==> config.mk <==
export PLATFORM = sky130hd
export DESIGN_NAME = rx_link_ctrl
export DESIGN_NICKNAME = d
export VERILOG_FILES = /design/src/rtl/pcie_phy_pkg.sv /design/src/rtl/rx_link_ctrl.sv
export SDC_FILE = /design/constraint.sdc
export NUM_CORES = 1
export LEC_CHECK = 0
export CORE_ASPECT_RATIO = 1.5
export CORE_MARGIN = 2
export CORE_UTILIZATION = 25
export CTS_CLUSTER_DIAMETER = 150
export DETAILED_ROUTE_END_ITERATION = 16
export GPL_ROUTABILITY_DRIVEN = 0
export PLACE_DENSITY = 0.54
export SYNTH_ARGS = -nofsm -noshare
export SYNTH_HDL_FRONTEND = slang
export SYNTH_SLANG_ARGS = --single-unit
export TNS_END_PERCENT = 20
==> constraint.sdc <==
create_clock -name clk4f -period 2.8 [get_ports clk4f]
set_input_delay 0.56 -clock clk4f [delete_from_list [all_inputs] [get_ports clk4f]]
set_output_delay 0.56 -clock clk4f [all_outputs]
set_load 0.1 [all_outputs]
==> src/rtl/pcie_phy_pkg.sv <==
// Shared PHY definitions: 8b/10b control symbols and the receive link FSM encodings.
package pcie_phy_pkg;

  typedef logic [7:0] sym_t;

  localparam sym_t COM = 8'hBC;  // K28.5 comma
  localparam sym_t IDL = 8'h7C;  // idle fill

  localparam logic [1:0] ST_SEARCH = 2'b00;
  localparam logic [1:0] ST_SYNC   = 2'b01;
  localparam logic [1:0] ST_ACTIVE = 2'b10;

  // Fill symbols carry no payload and are never forwarded.
  function automatic logic is_fill(input sym_t b);
    return (b == COM) || (b == IDL);
  endfunction

endpackage

==> src/rtl/rx_link_ctrl.sv <==
// Receive link controller: COM-run lock acquisition, payload forwarding with fill
// stripping, idle-gap loss of lock and a wrapping forwarded-byte counter.
module rx_link_ctrl
  import pcie_phy_pkg::*;
#(
  parameter int SYNC_COUNT  = 4,
  parameter int LOSS_CYCLES = 8
) (
  input  logic        clk4f,
  input  logic        reset,
  input  logic [7:0]  in_byte,
  input  logic        in_valid,
  input  logic        retrain,
  output logic [7:0]  out_byte,
  output logic        out_valid,
  output logic        active,
  output logic [1:0]  state,
  output logic [15:0] byte_count
);

  localparam logic [3:0] SYNC_LAST = 4'(SYNC_COUNT - 1);
  localparam logic [7:0] LOSS_LAST = 8'(LOSS_CYCLES - 1);

  logic [3:0] com_cnt, com_cnt_d;
  logic [7:0] gap_cnt, gap_cnt_d;
  logic [1:0] state_d;
  logic       fwd;
  logic       is_com;

  assign is_com = in_valid && (in_byte == COM);

  always_comb begin
    // NOTE: every combinational output gets a default first so no path leaves it
    // unassigned; a missing default here would infer a latch.
    state_d   = state;
    com_cnt_d = com_cnt;
    gap_cnt_d = gap_cnt;
    fwd       = 1'b0;

    if (retrain) begin
      state_d   = ST_SEARCH;
      com_cnt_d = '0;
      gap_cnt_d = '0;
    end else begin
      case (state)
        ST_SEARCH: begin
          gap_cnt_d = '0;
          if (is_com) begin
            com_cnt_d = 4'd1;
            state_d   = ST_SYNC;
          end
        end
        ST_SYNC: begin
          if (in_valid) begin
            if (!is_com) begin
              com_cnt_d = '0;
              state_d   = ST_SEARCH;
            end else if (com_cnt == SYNC_LAST) begin
              com_cnt_d = '0;
              gap_cnt_d = '0;
              state_d   = ST_ACTIVE;
            end else begin
              com_cnt_d = com_cnt + 4'd1;
            end
          end
        end
        ST_ACTIVE: begin
          if (in_valid) begin
            gap_cnt_d = '0;
            fwd       = !is_fill(in_byte);
          end else if (gap_cnt == LOSS_LAST) begin
            // The LOSS_CYCLES-th consecutive idle cycle drops the link.
            gap_cnt_d = '0;
            state_d   = ST_SEARCH;
          end else begin
            gap_cnt_d = gap_cnt + 8'd1;
          end
        end
        default: begin
          state_d   = ST_SEARCH;
          com_cnt_d = '0;
          gap_cnt_d = '0;
        end
      endcase
    end
  end

  // NOTE: sequential state uses non-blocking assignments so every register
  // samples pre-edge values regardless of statement order.
  always_ff @(posedge clk4f) begin
    if (reset) begin
      state      <= ST_SEARCH;
      active     <= 1'b0;
      com_cnt    <= '0;
      gap_cnt    <= '0;
      out_valid  <= 1'b0;
      out_byte   <= 8'h00;
      byte_count <= 16'h0000;
    end else begin
      state     <= state_d;
      active    <= (state_d == ST_ACTIVE);
      com_cnt   <= com_cnt_d;
      gap_cnt   <= gap_cnt_d;
      out_valid <= fwd;
      if (fwd) begin
        out_byte   <= in_byte;
        byte_count <= byte_count + 16'd1;
      end
    end
  end

endmodule

==> out/metrics.yaml <==
worstHoldPathType: "reg -> reg"
holdPathEnd: "out_byte[5]"
layout_worst_path_cycle_share_pct: 78.19
cp-start-kind: "primary input"
ir_drop_mv: 0.2350
antenna_violating_nets_post_route: 0
cts_setup_buffers: 0
number_of_buffers_created_by_cts: 5
worst_r2r_endpoint: "byte_count[12]"
postSynthRegisterBits: 40
total_leakage_power_nw: 0.8529
insertion_delay_ns: 0.28
report.final.slew_viol_count: 0
status: "complete, no violations"
numPortBuffers: 39
synth.lib_cells_used.distinct: 57
area_used_by_multi_input_combinational_logic_sq_um: 1079
rrSetupSlack_ns: 0.83
timing.critical_path.cells: "clkdlybuf4s50_1 -> nand4bb_1 -> a31o_1 -> buf_12 -> or4_1 -> a21oi_1"
ctsHoldBuffers: 0
report.final.hold_viol_count: 0
grt_antenna_before_repair: 0
core.rowCount: 39
synth_warnings: 0
dr.first_iter.drc_count: 113
setup_viol: 0
vias_in_the_first_global_route: 1778
totalPowerFinal_mw: 1.179
clock_tree.htree_level_count: 2
grt.overflow.total: 0
startpoint_of_the_worst_register_to_register_path: "state[1]"
period_minus_slack_ns: 2.189
dp.final_hpwl_um: 3757
cts_resized: 0
area.sequential_sq_um: 800.8
area_growth_syn_to_layout_pct: 28.67
start_util_pct: 25.74
die_x_um: 76.29
crit_path_max_fanout: 33
critical_path.endpoint_type: "flop"
tightest_slew_ns: 0.7046
arrival_ns: 2.40
seq_area_frac_synth_pct: 40.87
worst_hold_startpoint: "out_byte[5]"
drt_pass1_iterations: 4
number_of_flops_mapped_to_enable_cells_by_yosys: 0
diodes: 0
category_of_the_most_critical_setup_path: "in -> reg"
worst_path_max_delay_cell: "or4_1"
pin_count_of_the_biggest_net_entering_global_routing: 34
clk_pin_slew_ns: 0.06
postSynthCellCount: 233
finClkSkew_ns: 0.006335
floorplan.die_area_sq_um: 8576
cts_tree: "built"
cellPowerDensity_nw_per_um2: 467.6
hold_depth: 2
maxSlewHeadroom_pct: 52.92
routed-via-count: 1933
unrepaired_setup_endpoints_after_global_routing: "no"
postSynth.asyncResetShare_pct: 0
cts_root_buf: "clkbuf_16"
finish.cell_count_without_fillers: 374
die_h_um: 112.4
detail_route.wirelength_um: 5131
maxCapViolCount: 0
grtUsageTotal_pct: 12.31
grt_pass1_wl_um: 8611
wire_per_inst_um: 13.72
post-place-cells: 366
worst_ep_required_time_ns: 3.01
fillers: 825
core_sq_um: 7612
drive_gt1_share_pct: 18.38
net_count_after_synthesis: 248
syn_area_per_cell_sq_um: 8.409
design.final.nets: 286
ff2ff_path_depth: 5
synth_top_flop_cell: "dfxtp_1"
cts_num_sinks: 40
max_freq_ghz: 0.4567
cp_slowest_stage_delay_ns: 0.50
clock_tree.buffer_depth: 2
viasPerCell: 5.168
post_route_drc_violation_count: 0
design.portCount: 40
syn-cell-area_sq_um: 1959
setup-tns-final_ns: 0
stage by stage:
stage / instance area [sq um] / hold slack [ns] / util, % / setup slack, ns
detailed placement: 2377 / 0.4481 / 31.23 / 0.2937
global route: 2521 / 0.4807 / 33.12 / 0.4580
CTS: 2521 / 0.4559 / 33.12 / 0.5935
floorplan: 1959 / 0.4409 / - / 0.3415
finish: 2521 / 0.4535 / 33.12 / 0.6106
global placement: 2377 / 0.4436 / 31.23 / 0.3609
power by group:
part	leakage (nW)	total [mW]	switching, mW	internal (mW)
Clock	0.0736	0.560	0.232	0.328
Combinational	0.457	0.0478	0.0269	0.0209
Sequential	0.322	0.571	0.00147	0.569
registers in the layout, summed over array words and instances, names as in the netlist:
| name | flops |
|---|---|
| out_byte | 8 |
| out_valid | 1 |
| state | 2 |
| active | 1 |
| com_cnt | 4 |
| gap_cnt | 8 |
| byte_count | 16 |
worst max-delay path by stage:
stage	startpoint	endpoint	slack (ns)	cells after the start
after global routing	in_byte[6]	com_cnt[1]	0.46	5
final	retrain	byte_count[12]	0.61	6
after floorplan	byte_count[0]	byte_count[12]	0.34	5
after CTS	in_byte[6]	com_cnt[1]	0.59	5
after global placement	in_byte[6]	state[0]	0.36	5
after detailed placement	in_byte[6]	com_cnt[1]	0.29	5
kinds of logic after synthesis:
group / after synthesis / synth area share (%)
mux: 1 / 0.5109
fa+ha+maj: 3 / 1.916
buf+inv: 14 / 4.086
xor+xnor: 2 / 0.8942
simple gates: 99 / 27.78
flops: 40 / 40.87
compound gates: 74 / 23.95
layer usage:
metal,up-vias,share of wire [%],track usage [%]
li1,954,-,-
met4,0,0.90,4.364
met2,46,52,21.77
met1,929,44,14.62
met5,-,0,0
met3,4,3.8,2.653
synth_stat cells (all sizes together), types with 5 or more instances:
cell    number  share of area [%]
clkbuf       5                1.0
or4          8                3.1
o31ai        8                3.1
buf          6                2.2
nand3        9                2.3
nand4        5                1.9
a31oi        7                2.6
nand2       35                6.7
dfxtp       40                 41
nor2        12                2.3
a21oi       31                8.1
or3          5                2.0
o21ai       10                2.6
placed cells by master (no fill, tap or decap), types with 2 or more instances in the layout:
cell	instances
inv_1	2
nand2b_1	2
a31oi_1	6
nor4_1	3
a21oi_1	30
or4b_1	2
or4_1	8
a311oi_1	2
dfxtp_1	40
nand2_1	35
nand4_1	4
and4_1	2
a2111oi_0	3
o21ai_0	10
buf_4	31
o31ai_1	8
and3_1	3
clkbuf_16	5
nor2_1	12
clkdlybuf4s50_1	11
ha_1	3
and2_1	3
o41ai_1	2
a211oi_1	2
or3_2	2
nand3_1	9
or3_1	2
clkinv_2	2
worst max-delay path: cells and delay by family:
kind | cells | cell delay, ns
buffers and inverters | 2 | 0.61
AOI/OAI and AO/OA | 2 | 0.45
and+or+nand+nor | 2 | 0.77
final cells by class:
type	count	share of cell area, %
clock buffer	5	4.963
multi-input combinational	179	42.78
timing repair buffer	43	14.39
tap	102	5.062
sequential	40	31.76
clock inverter	3	0.7444
inverter	2	0.2978
Note: power is estimated with default switching activity, not from simulation.
